--- config.mk ---
export PLATFORM = sky130hd
export DESIGN_NAME = ysyx_23060187_pc_gen
export DESIGN_NICKNAME = d
export VERILOG_FILES = /design/src/rtl/ysyx_23060187_pkg.sv /design/src/rtl/ysyx_23060187_br_cmp.sv /design/src/rtl/ysyx_23060187_pc_gen.sv
export SDC_FILE = /design/constraint.sdc
export NUM_CORES = 1
export LEC_CHECK = 0
export ABC_AREA = 1
export BUFFER_PORTS_ARGS = -buffer_cell sky130_fd_sc_hd__buf_2
export CAP_MARGIN = 20
export CORE_MARGIN = 2
export CORE_UTILIZATION = 35
export CTS_BUF_LIST = sky130_fd_sc_hd__clkbuf_2 sky130_fd_sc_hd__clkbuf_4 sky130_fd_sc_hd__clkbuf_8
export DETAILED_ROUTE_END_ITERATION = 7
export PLACE_DENSITY = 0.55
export SLEW_MARGIN = 20
export SYNTH_ARGS = -nofsm -noshare
export SYNTH_HDL_FRONTEND = slang
export SYNTH_SLANG_ARGS = --single-unit
--- constraint.sdc ---
create_clock -name clk -period 3.5 [get_ports clk]
set_input_delay 0.7 -clock clk [delete_from_list [all_inputs] [get_ports clk]]
set_output_delay 0.7 -clock clk [all_outputs]
set_load 0.1 [all_outputs]
--- src/rtl/ysyx_23060187_pkg.sv ---
`default_nettype none
// ============================================================================
//  Module      : ysyx_23060187_pkg
//  Description : Shared constants for the PC generator: branch funct3 codes,
//                PC-generator FSM state encoding and default reset vector.
//  Revision    : 1.0  initial release
// ============================================================================
package ysyx_23060187_pkg;

  // Conditional-branch funct3 encodings (010 and 011 are unused by RV32I)
  localparam logic [2:0] BR_EQ  = 3'b000;
  localparam logic [2:0] BR_NE  = 3'b001;
  localparam logic [2:0] BR_LT  = 3'b100;
  localparam logic [2:0] BR_GE  = 3'b101;
  localparam logic [2:0] BR_LTU = 3'b110;
  localparam logic [2:0] BR_GEU = 3'b111;

  // PC-generator FSM state encoding
  localparam logic [1:0] S_BOOT  = 2'd0;
  localparam logic [1:0] S_FETCH = 2'd1;
  localparam logic [1:0] S_EXEC  = 2'd2;

  // Architectural reset vector
  localparam logic [31:0] DEFAULT_RESET_VEC = 32'h8000_0000;

endpackage
`default_nettype wire

--- src/rtl/ysyx_23060187_br_cmp.sv ---
`default_nettype none
// ============================================================================
//  Module      : ysyx_23060187_br_cmp
//  Description : Combinational branch comparator. Resolves the taken
//                decision for the six RV32I conditional branches and flags
//                reserved funct3 codes.
//  Revision    : 1.0  initial release
// ============================================================================
module ysyx_23060187_br_cmp
  import ysyx_23060187_pkg::*;
#(
  parameter int XLEN = 32
) (
  input  logic [2:0]      br_op,
  input  logic [XLEN-1:0] src1,
  input  logic [XLEN-1:0] src2,
  output logic            taken,
  output logic            illegal
);

  // Decode funct3 into a compare; reserved codes are never taken
  always_comb begin
    taken   = 1'b0;
    illegal = 1'b0;
    case (br_op)
      BR_EQ:   taken = (src1 == src2);
      BR_NE:   taken = (src1 != src2);
      BR_LT:   taken = ($signed(src1) <  $signed(src2));
      BR_GE:   taken = ($signed(src1) >= $signed(src2));
      BR_LTU:  taken = (src1 <  src2);
      BR_GEU:  taken = (src1 >= src2);
      default: illegal = 1'b1;
    endcase
  end

endmodule
`default_nettype wire

--- src/rtl/ysyx_23060187_pc_gen.sv ---
`default_nettype none
// ============================================================================
//  Module      : ysyx_23060187_pc_gen
//  Description : Architectural PC holder for the multi-cycle core. Offers the
//                PC to the IFU with valid/ready, waits for the EXU commit,
//                then computes the next PC (seq/JAL/JALR/branch/trap/MRET)
//                and maintains retire and redirect counters.
//  Revision    : 1.0  initial release
// ============================================================================
module ysyx_23060187_pc_gen
  import ysyx_23060187_pkg::*;
#(
  parameter int                XLEN      = 32,
  parameter logic [XLEN-1:0]   RESET_VEC = XLEN'(DEFAULT_RESET_VEC),
  parameter int                CNT_W     = 32
) (
  input  logic              clk,
  input  logic              rst_n,
  output logic [XLEN-1:0]   pc,
  output logic              pc_valid,
  input  logic              pc_ready,
  input  logic              commit_valid,
  input  logic              is_jal,
  input  logic              is_jalr,
  input  logic              is_branch,
  input  logic              is_trap,
  input  logic              is_mret,
  input  logic [2:0]        br_op,
  input  logic [XLEN-1:0]   src1,
  input  logic [XLEN-1:0]   src2,
  input  logic [XLEN-1:0]   imm,
  input  logic [XLEN-1:0]   mtvec,
  input  logic [XLEN-1:0]   mepc,
  output logic              misalign,
  output logic              proto_err,
  output logic [CNT_W-1:0]  instret,
  output logic [CNT_W-1:0]  redirect_cnt
);

  logic [1:0]       r_state;
  logic [XLEN-1:0]  r_pc;
  logic             r_misalign;
  logic             r_proto_err;
  logic [CNT_W-1:0] r_instret;
  logic [CNT_W-1:0] r_redirect_cnt;

  logic             w_br_taken;
  logic             w_br_illegal;
  logic [XLEN-1:0]  w_next_pc;
  logic [XLEN-1:0]  w_target;
  logic             w_target_chk;
  logic             w_redirect;
  logic             w_misalign;
  logic             w_br_used;
  logic             w_commit;

  ysyx_23060187_br_cmp #(
    .XLEN (XLEN)
  ) u_br_cmp (
    .br_op   (br_op),
    .src1    (src1),
    .src2    (src2),
    .taken   (w_br_taken),
    .illegal (w_br_illegal)
  );

  assign w_commit = (r_state == S_EXEC) && commit_valid;

  // Prioritised next-PC selection; computed targets with bit 1 set trap to mtvec
  always_comb begin
    w_target     = r_pc + XLEN'(4);
    w_target_chk = 1'b0;
    w_redirect   = 1'b0;
    w_br_used    = 1'b0;
    if (is_trap) begin
      w_target   = mtvec;
      w_redirect = 1'b1;
    end else if (is_mret) begin
      w_target   = mepc;
      w_redirect = 1'b1;
    end else if (is_jal) begin
      w_target     = r_pc + imm;
      w_target_chk = 1'b1;
      w_redirect   = 1'b1;
    end else if (is_jalr) begin
      w_target     = (src1 + imm) & ~XLEN'(1);
      w_target_chk = 1'b1;
      w_redirect   = 1'b1;
    end else if (is_branch) begin
      w_br_used = 1'b1;
      if (w_br_taken) begin
        w_target     = r_pc + imm;
        w_target_chk = 1'b1;
        w_redirect   = 1'b1;
      end
    end
    w_misalign = w_target_chk && w_target[1];
    w_next_pc  = w_misalign ? mtvec : w_target;
  end

  // FSM, PC register, error flag and performance counters
  always_ff @(posedge clk or negedge rst_n) begin
    if (!rst_n) begin
      r_state        <= S_BOOT;
      r_pc           <= RESET_VEC;
      r_misalign     <= 1'b0;
      r_proto_err    <= 1'b0;
      r_instret      <= '0;
      r_redirect_cnt <= '0;
    end else begin
      r_misalign <= 1'b0;
      case (r_state)
        S_BOOT:  r_state <= S_FETCH;
        S_FETCH: if (pc_ready) r_state <= S_EXEC;
        S_EXEC:  if (commit_valid) r_state <= S_FETCH;
        default: r_state <= S_BOOT;
      endcase
      if (w_commit) begin
        r_pc       <= w_next_pc;
        r_misalign <= w_misalign;
        r_instret  <= r_instret + CNT_W'(1);
        if (w_redirect) r_redirect_cnt <= r_redirect_cnt + CNT_W'(1);
        if (w_br_used && w_br_illegal) r_proto_err <= 1'b1;
      end
      // A commit outside EXEC is dropped but remembered as a protocol error
      if (commit_valid && (r_state != S_EXEC)) r_proto_err <= 1'b1;
    end
  end

  assign pc           = r_pc;
  assign pc_valid     = (r_state == S_FETCH);
  assign misalign     = r_misalign;
  assign proto_err    = r_proto_err;
  assign instret      = r_instret;
  assign redirect_cnt = r_redirect_cnt;

endmodule
`default_nettype wire

==> impl_results.md, run 1 <==
* Status: complete, no violations
* Max H-tree Level at 3
* Number of global-route vias before repair at 12000
* Crit start category: input port
* Max-slew violations at 0
* YS warnings at 0
* Fillers at 3569
* CTS tree: built
* Worst EP arrival at roughly 3500 ps
* Starting Density at 0.353
* First-pass GRT wire length at 64500 µm
* Ys flop type: dfrtp_1
* GRT Util Overall at 0.244
* Setup Viol. Count Final at 0
* I/O Pins at 271
* Post-synth EDFFs at 0
* Clk_skew at 19.2 ps
* Least-Margin Pin Slew at 627 ps
* Final min period at 3220 ps
* Hold Path Class: input port to asynchronous set/reset pin
* Max Root-Sink Buffers at 2
* Clk_lat worst skew at between 300 and 400 ps
* Syn Area/Cell at 6.45 µm²
* DR vias at 12600
* Nets at 2342
* Clk pin slew, worst setup/hold paths at 100 ps
* Die height at 184 µm
* Post-DP HPWL at 35300 µm
* Total CTS buffers at 9
* Mapped Cells at 1766
* CP Class: input port to flop
* Area grow syn2layout at 22.0%
* DP Area at 0.0136 mm²
* Final hold violations at 0
* Layout Utilization at 0.430
* CP Max Fanout at 3
* Slew HR at 0.578
* Synth top area share at 0.218
* Core region area at between 0.03 and 0.04 mm²
* Max-cap violations at 0
* Initial DRC count at ~740
* CTS root buffer: clkbuf_8
* Die width at 184 µm
* Crit. End Element: flop
* Sink Count at 100
* Layout cells sized above 1 at 0.201
* Power density over the cells at ~600 mW/mm²
* Most instantiated cells after synthesis: 490 x nand2_1, 223 x inv_1, 166 x nand3_1
* CP required at 3780 ps
* Synth area leader: dfrtp_1
* Cell Area, Synth at 0.0114 mm²
* Top-count cell post-synth: nand2_1
* DR pass1 iterations at 7
* Share of flip-flops with an asynchronous set or reset at 1.00
* Syn Nets at 2036
* Fmax at 311 MHz
* Worst path buffer plus inverter count at 3
* Seq/Total Area, Yosys at 0.220
* Cells after DPL at 2503
* Final instance area at approximately 0.014 mm²
* CP delay by family, top: simple AND/OR/NAND/NOR gates
* Final period utilization at 0.919
* Worst-path cell chain: buf_2 > nand2_1 > inv_1 > fa_1 > nand3_1 > nand3_1 > nand2_1 > nand2_1 > nand2_1 > nand2_1 > nand3_1 > nand2_1 > a21boi_0 > o21ai_0 > o21ai_0 > buf_4 > nand2_1 > nand2_1 > nand2_1 > nand2_1 > nand3_1 > nand3_1 > nand2_1
* Largest net degree at the start of global routing at 59
* CP peak stage delay at 410 ps
* Wirelength per Cell at 16.5 µm
* Die area at 0.0340 mm²
* Drt drc at 0
* # Post-CTS Setup Buffers at 0
* Grt ovf at 0
* Leak Pwr at 7.63 nW
* Top cells by area, synth: dfrtp_1 22%, nand2_1 16%, ha_1 11%, inv_1 7.4%, nand3_1 7.3%
* Worst path slowest cell: fa_1
* Std cell rows at 66
* RSZ-0062 raised after global routing: false
* Flops & latches, synth at 100
* Port buffer count at 270
* Gpl congestion at 0.954
* Final ANT Viol Nets at 0
* WL final at 41800 µm
* Unique cell type count in the Yosys netlist at 54
* Final setup TNS at 0 ps
* Post-DR vias/cell at 4.97
* Worst vdd ir at 560 µV
* Initial antenna violation count at 25
* Fin cells at 2536
* Most Frequent Cell on Critical Path: nand2_1
stage by stage:
stage               setup WS, ps  power [W]  hold WS, ps
CTS                          242    0.00822          331
finish                       283    0.00822          319
floorplan                    230    0.00583          404
global placement            -136    0.00740          436
detailed placement          -180    0.00740          445
global route                12.3    0.00881          349
placed cells by master, fill, tap and decap left out, types with 4 or more instances in the layout:
| master | instances |
|---|---|
| nand2_1 | 490 |
| buf_2 | 269 |
| inv_1 | 223 |
| nand3_1 | 166 |
| nor2_1 | 132 |
| a21oi_1 | 106 |
| dfrtp_1 | 99 |
| ha_1 | 96 |
| o21ai_0 | 71 |
| buf_4 | 66 |
| xor2_1 | 65 |
| xnor2_1 | 46 |
| nand4_1 | 44 |
| nor3_1 | 31 |
| or2_2 | 21 |
| a21o_1 | 18 |
| diode_2 | 17 |
| o21bai_1 | 12 |
| nor4_1 | 11 |
| clkbuf_8 | 9 |
| nor2_2 | 8 |
| nand3b_1 | 8 |
| o22ai_1 | 7 |
| inv_2 | 6 |
| nand3_2 | 5 |
| a31oi_1 | 5 |
| o21ai_1 | 5 |
| nand2_2 | 4 |
| nor2_4 | 4 |
| buf_12 | 4 |
path summary, 6_finish.rpt:
kind,end,depth (start not counted),startpoint,slack (ps)
max in group asynchronous,redirect_cnt[7]$_DFFE_PN0P_,2,rst_n,2420
worst max register to register,pc[28]$_DFFE_PN0P_,19,pc[3]$_DFFE_PN0P_,390
worst min register to register,proto_err$_DFFE_PN0P_,1,proto_err$_DFFE_PN0P_,470
worst max-delay path,pc[22]$_DFFE_PN0P_,23,imm[0],280
worst min-delay path,instret[13]$_DFFE_PN0P_,1,rst_n,320
min in group clk,proto_err$_DFFE_PN0P_,1,proto_err$_DFFE_PN0P_,470
where the power goes:
| part | total [W] | internal [W] | switching [W] |
|---|---|---|---|
| Combinational | 0.00564 | 0.00159 | 0.00405 |
| Sequential | 0.00179 | 0.00139 | 0.000401 |
| Clock | 0.000792 | 0.000346 | 0.000446 |
sequential cells by signal, summed over array words and instances (netlist names):
| register | count |
|---|---|
| proto_err | 1 |
| pc | 32 |
| instret | 32 |
| misalign | 1 |
| r_state | 2 |
| redirect_cnt | 32 |
area by class of cell:
class | instances | area (µm²) | area share
Inverter | 229 | 860 | 0.0619
Clock buffer | 10 | 131 | 0.00946
Timing Repair Buffer | 339 | 1920 | 0.138
Sequential cell | 100 | 2500 | 0.180
Clock inverter | 6 | 68.8 | 0.00495
Multi-Input combinational cell | 1393 | 7810 | 0.562
Antenna cell | 17 | 42.5 | 0.00306
Tap cell | 442 | 553 | 0.0398
worst reg2reg max path: stages (launching register included):
cell and delay [ps]:
dfrtp_1 550, ha_1 260, nand2_1 60, nor2_1 150, nand3_1 140, nor2_1 210, nand4_1 180, nor2_2 240
nand3_1 150, inv_1 110, nand3_1 90, xnor2_1 180, inv_1 60, nand2_1 70, nand3_1 60, nand3_1 80
nand3_1 130, nand4_1 160, nand3_1 80, nand2_1 70
cell families after synthesis:
logic type	after synthesis	share of synthesized area
simple gates	940	0.370
buf+inv	273	0.0947
compound gates	244	0.121
xor+xnor	111	0.0854
flops	100	0.220
fa+ha+maj	98	0.109
routing by layer:
metal / global-route usage / vias up / wire [µm]
met5: 0 / - / 81
met4: 0.0410 / 18 / 446
met3: 0.0654 / 44 / 3170
met1: 0.325 / 5772 / 19400
li1: - / 6426 / -
met2: 0.400 / 355 / 18600
what timing repair did:
action / 4_1_cts / 5_1_grt
resized for setup: 0 / 1
hold buffers: 0 / 0
endpoints found under the setup margin: 0 / 25
(Power assumes the default switching activity.)
==> run 2, diff against run 1 <==
ABC_AREA = not set   (was 1)
GPL_ROUTABILITY_DRIVEN = 0   (was not set)
PLACE_DENSITY = 0.56   (was 0.55)
RECOVER_POWER = 50   (was not set)
==> run 2 against run 1 <==
  * The run now ends with max-capacitance violations, max-slew violations left
  * Setup slack worse by 230 ps
  * Count of clock-buffer cells in the layout is 1 lower
  * Final cell count decreased by 20%
  * Power grew 5.1%
==> impl_results.md, run 2 <==
* Status: finished, violations left
* Failing checks: max-capacitance violations, max-slew violations
* Crit. End Element: flop
* CP required at 3800 ps (+20 ps)
* Final min period at 3450 ps (+228 ps)
* Multi-input gate area in the final layout at 0.00747 mm² (-4.3%)
* CP Class: input port to flop
* Initial DRC count at 766 (+3.2%)
* Synth top area share at 0.251 (+0.0334)
* Worst EP arrival at 3740 ps (+250 ps)
* CTS root buffer: clkbuf_8
* Top-count cell post-synth: nand2_1
* Total power at 0.00864 W (+5.1%)
* Fillers at 2780 (-22%)
* Final ANT Viol Nets at 0 (unchanged)
* Area grow syn2layout at 41.9%
* Wirelength per Cell at 18.1 µm (+10%)
* Cts hold-fix bufs at 0 (unchanged)
* Sink Count at 100 (unchanged)
* Hold Path Class: flop to flop
* DR vias at 10800 (-14%)
* Top cells by area, synth: dfrtp_1 25%, ha_1 12%, xnor2_1 7.0%, xor2_1 5.9%, nand2_1 4.0%
* Max-slew violations at 38 (+38)
* Cell Area, Synth at 0.00987 mm² (-13%)
* Clk_lat worst skew at 380 ps (about the same)
* Post-synth EDFFs at 0 (unchanged)
* Register area at 0.00251 mm² (about the same)
* Pint at 0.00386 W (+16%)
* Post-DP HPWL at 29500 µm (-16%)
* Final hold violations at 0 (unchanged)
* DR top layer: met5
* Clk_skew at 20.0 ps (+0.876 ps)
* Max Root-Sink Buffers at 2 (unchanged)
* Std cell rows at 61 (-7.6%)
* Largest net degree at the start of global routing at 64 (+8.5%)
* Nets at 1922 (-18%)
* Power share of the clock group at 0.085 (-0.011)
* Metal-1 WL at 16500 µm (-15%)
* Crit start category: input port
* Fmax at 290 MHz (-6.6%)
* Met3 routed WL at 3030 µm (-4.2%)
* Leading cell types in the layout, fill and taps excluded: 239 x buf_2, 212 x buf_4, 104 x nand2_1
* Commonest non-fill, non-tap cell in the layout: buf_2
* Starting Density at 0.355 (+0.00263)
* Drt drc at 0 (unchanged)
* Setup Viol. Count Final at 0 (unchanged)
* Met2 wire len at 16300 µm (-13%)
* I/O Pins at 271 (unchanged)
* Worst vdd ir at 399 µV (-29%)
* Ys flop type: dfrtp_1
* Slew HR at -0.607 (-1.18)
* Seq/Total Area, Yosys at 0.254 (+0.0338)
* Switching share of total power at 0.553 (-0.0428)
* Psw at 0.00478 W (-2.4%)
* CP Max Fanout at 6 (+3)
* Syn Area/Cell at 8.34 µm² (+29%)
* Power density over the cells at 617 mW/mm² (+4.2%)
* First-pass GRT wire length at 54900 µm (-15%)
* CTS tree: built
* Least-Margin Pin Slew at 2410 ps (+1780 ps)
* Leak Pwr at 6.77 nW (-11%)
* WL final at 37000 µm (-11%)
* Most instantiated cells after synthesis: 105 x nand2_1, 99 x dfrtp_1, 96 x ha_1
* GRT Util Overall at 0.240 (-0.00361)
* Clk pin slew, worst setup/hold paths at 110 ps (about the same)
* Mapped Cells at 1184 (-33%)
* Max-cap violations at 1 (+1)
* Grt ovf at 0 (unchanged)
* Reg power frac at 0.196 (-0.021)
* Share of flip-flops with an asynchronous set or reset at 1.00 (unchanged)
* Initial antenna violation count at 4 (-84%)
* Port buffer count at 270 (unchanged)
* Post-DR vias/cell at 5.32 (+7.0%)
* Final setup TNS at 0 ps (unchanged)
* Die width at 172 µm (-6.7%)
* Combinational Power Share at 0.719 (+0.033)
* Final period utilization at 0.984 (+0.0652)
* Total CTS buffers at 9 (unchanged)
* Flops & latches, synth at 100 (unchanged)
* Unique cell type count in the Yosys netlist at 84 (+56%)
* Number of global-route vias before repair at 10300 (-15%)
* Core region area at 0.0278 mm² (-14%)
* DR pass1 iterations at 5 (-2)
* Synth area leader: dfrtp_1
* Die area at 0.0296 mm² (-13%)
* Syn Nets at 1454 (-29%)
* Max H-tree Level at 3 (unchanged)
* Die height at 172 µm (-6.7%)
* Layout cells sized above 1 at 0.357 (+0.157)
* RSZ-0062 raised after global routing: true
* YS warnings at 0 (unchanged)
-- run 2: logic make-up after synthesis --
family	Yosys count	synth area share
simple gates	406	0.206
xor+xnor	146	0.130
mux	8	0.00887
compound gates	326	0.233
fa+ha+maj	98	0.126
flops	100	0.254
buf+inv	100	0.0439
-- run 2: area by class of cell --
type | count | share of cell area
antenna | 2 | 0.000357
clock buffer | 9 | 0.00884
clock inverter | 7 | 0.00429
inverter | 58 | 0.0155
multi-input combinational | 985 | 0.533
sequential | 100 | 0.179
tap | 378 | 0.0338
timing repair buffer | 498 | 0.225
-- run 2: repair_timing --
action | in CTS | in global routing
pin swaps | 17 | 41
endpoints found under the setup margin | 58 | 62
gates cloned | 2 | 0
gates resized for setup | 28 | 89
setup buffers | 8 | 11
-- run 2: power by group through the flow --
stage,Combinational [W],Clock (W),Sequential [W]
after floorplan,0.00242,0,0.00322
after global placement,0.00577,0,0.00171
after detailed placement,0.00581,0,0.00170
after CTS,0.00589,0.000756,0.00169
after global routing,0.00665,0.000794,0.00172
final,0.00621,0.000734,0.00169
-- run 2: through the flow --
step / instance area, µm² / utilization / worst slack (ps) / cells / hold WS, ps
after floorplan: 9910 / - / 2.34 / 1184 / 404
after global placement: 13100 / 0.473 / -557 / 2001 / 438
after detailed placement: 13100 / 0.473 / -641 / 2001 / 452
after CTS: 13500 / 0.487 / -3.70 / 2027 / 303
after global routing: 14000 / 0.504 / -55.6 / 2035 / 489
final: 14000 / 0.504 / 54.7 / 2037 / 469
-- run 2: path summary, 6_finish.rpt --
| path | start | end | slack [ps] | depth (start not counted) |
|---|---|---|---|---|
| min in group asynchronous | rst_n | redirect_cnt[16]$_DFFE_PN0P_ | 1040 | 1 |
| max reg2reg | pc[1]$_DFFE_PN0P_ | pc[29]$_DFFE_PN0P_ | 150 | 14 |
| min reg2reg | redirect_cnt[31]$_DFFE_PN0P_ | redirect_cnt[31]$_DFFE_PN0P_ | 470 | 1 |
| max in group asynchronous | rst_n | pc[16]$_DFFE_PN0P_ | 900 | 1 |
| min | redirect_cnt[31]$_DFFE_PN0P_ | redirect_cnt[31]$_DFFE_PN0P_ | 470 | 1 |
| max | src2[6] | pc[5]$_DFFE_PN0P_ | 50 | 16 |
-- run 2: per-layer routing --
layer / up-vias / global-route usage
li1: 5295 / -
met1: 5040 / 0.325
met2: 436 / 0.379
met3: 66 / 0.0501
met4: 2 / 0.0844
met5: - / 0
-- run 2: worst max-delay path, stage by stage --
cell	delay [ps]
buf_2	80
inv_1	60
ha_4	270
nand4_1	130
nor4_2	340
a21bo_2	290
a21oi_4	150
nor3_4	80
or4_4	450
o311a_4	170
a31oi_4	220
buf_6	140
a21o_4	160
nand2_4	90
buf_12	190
o32ai_4	230
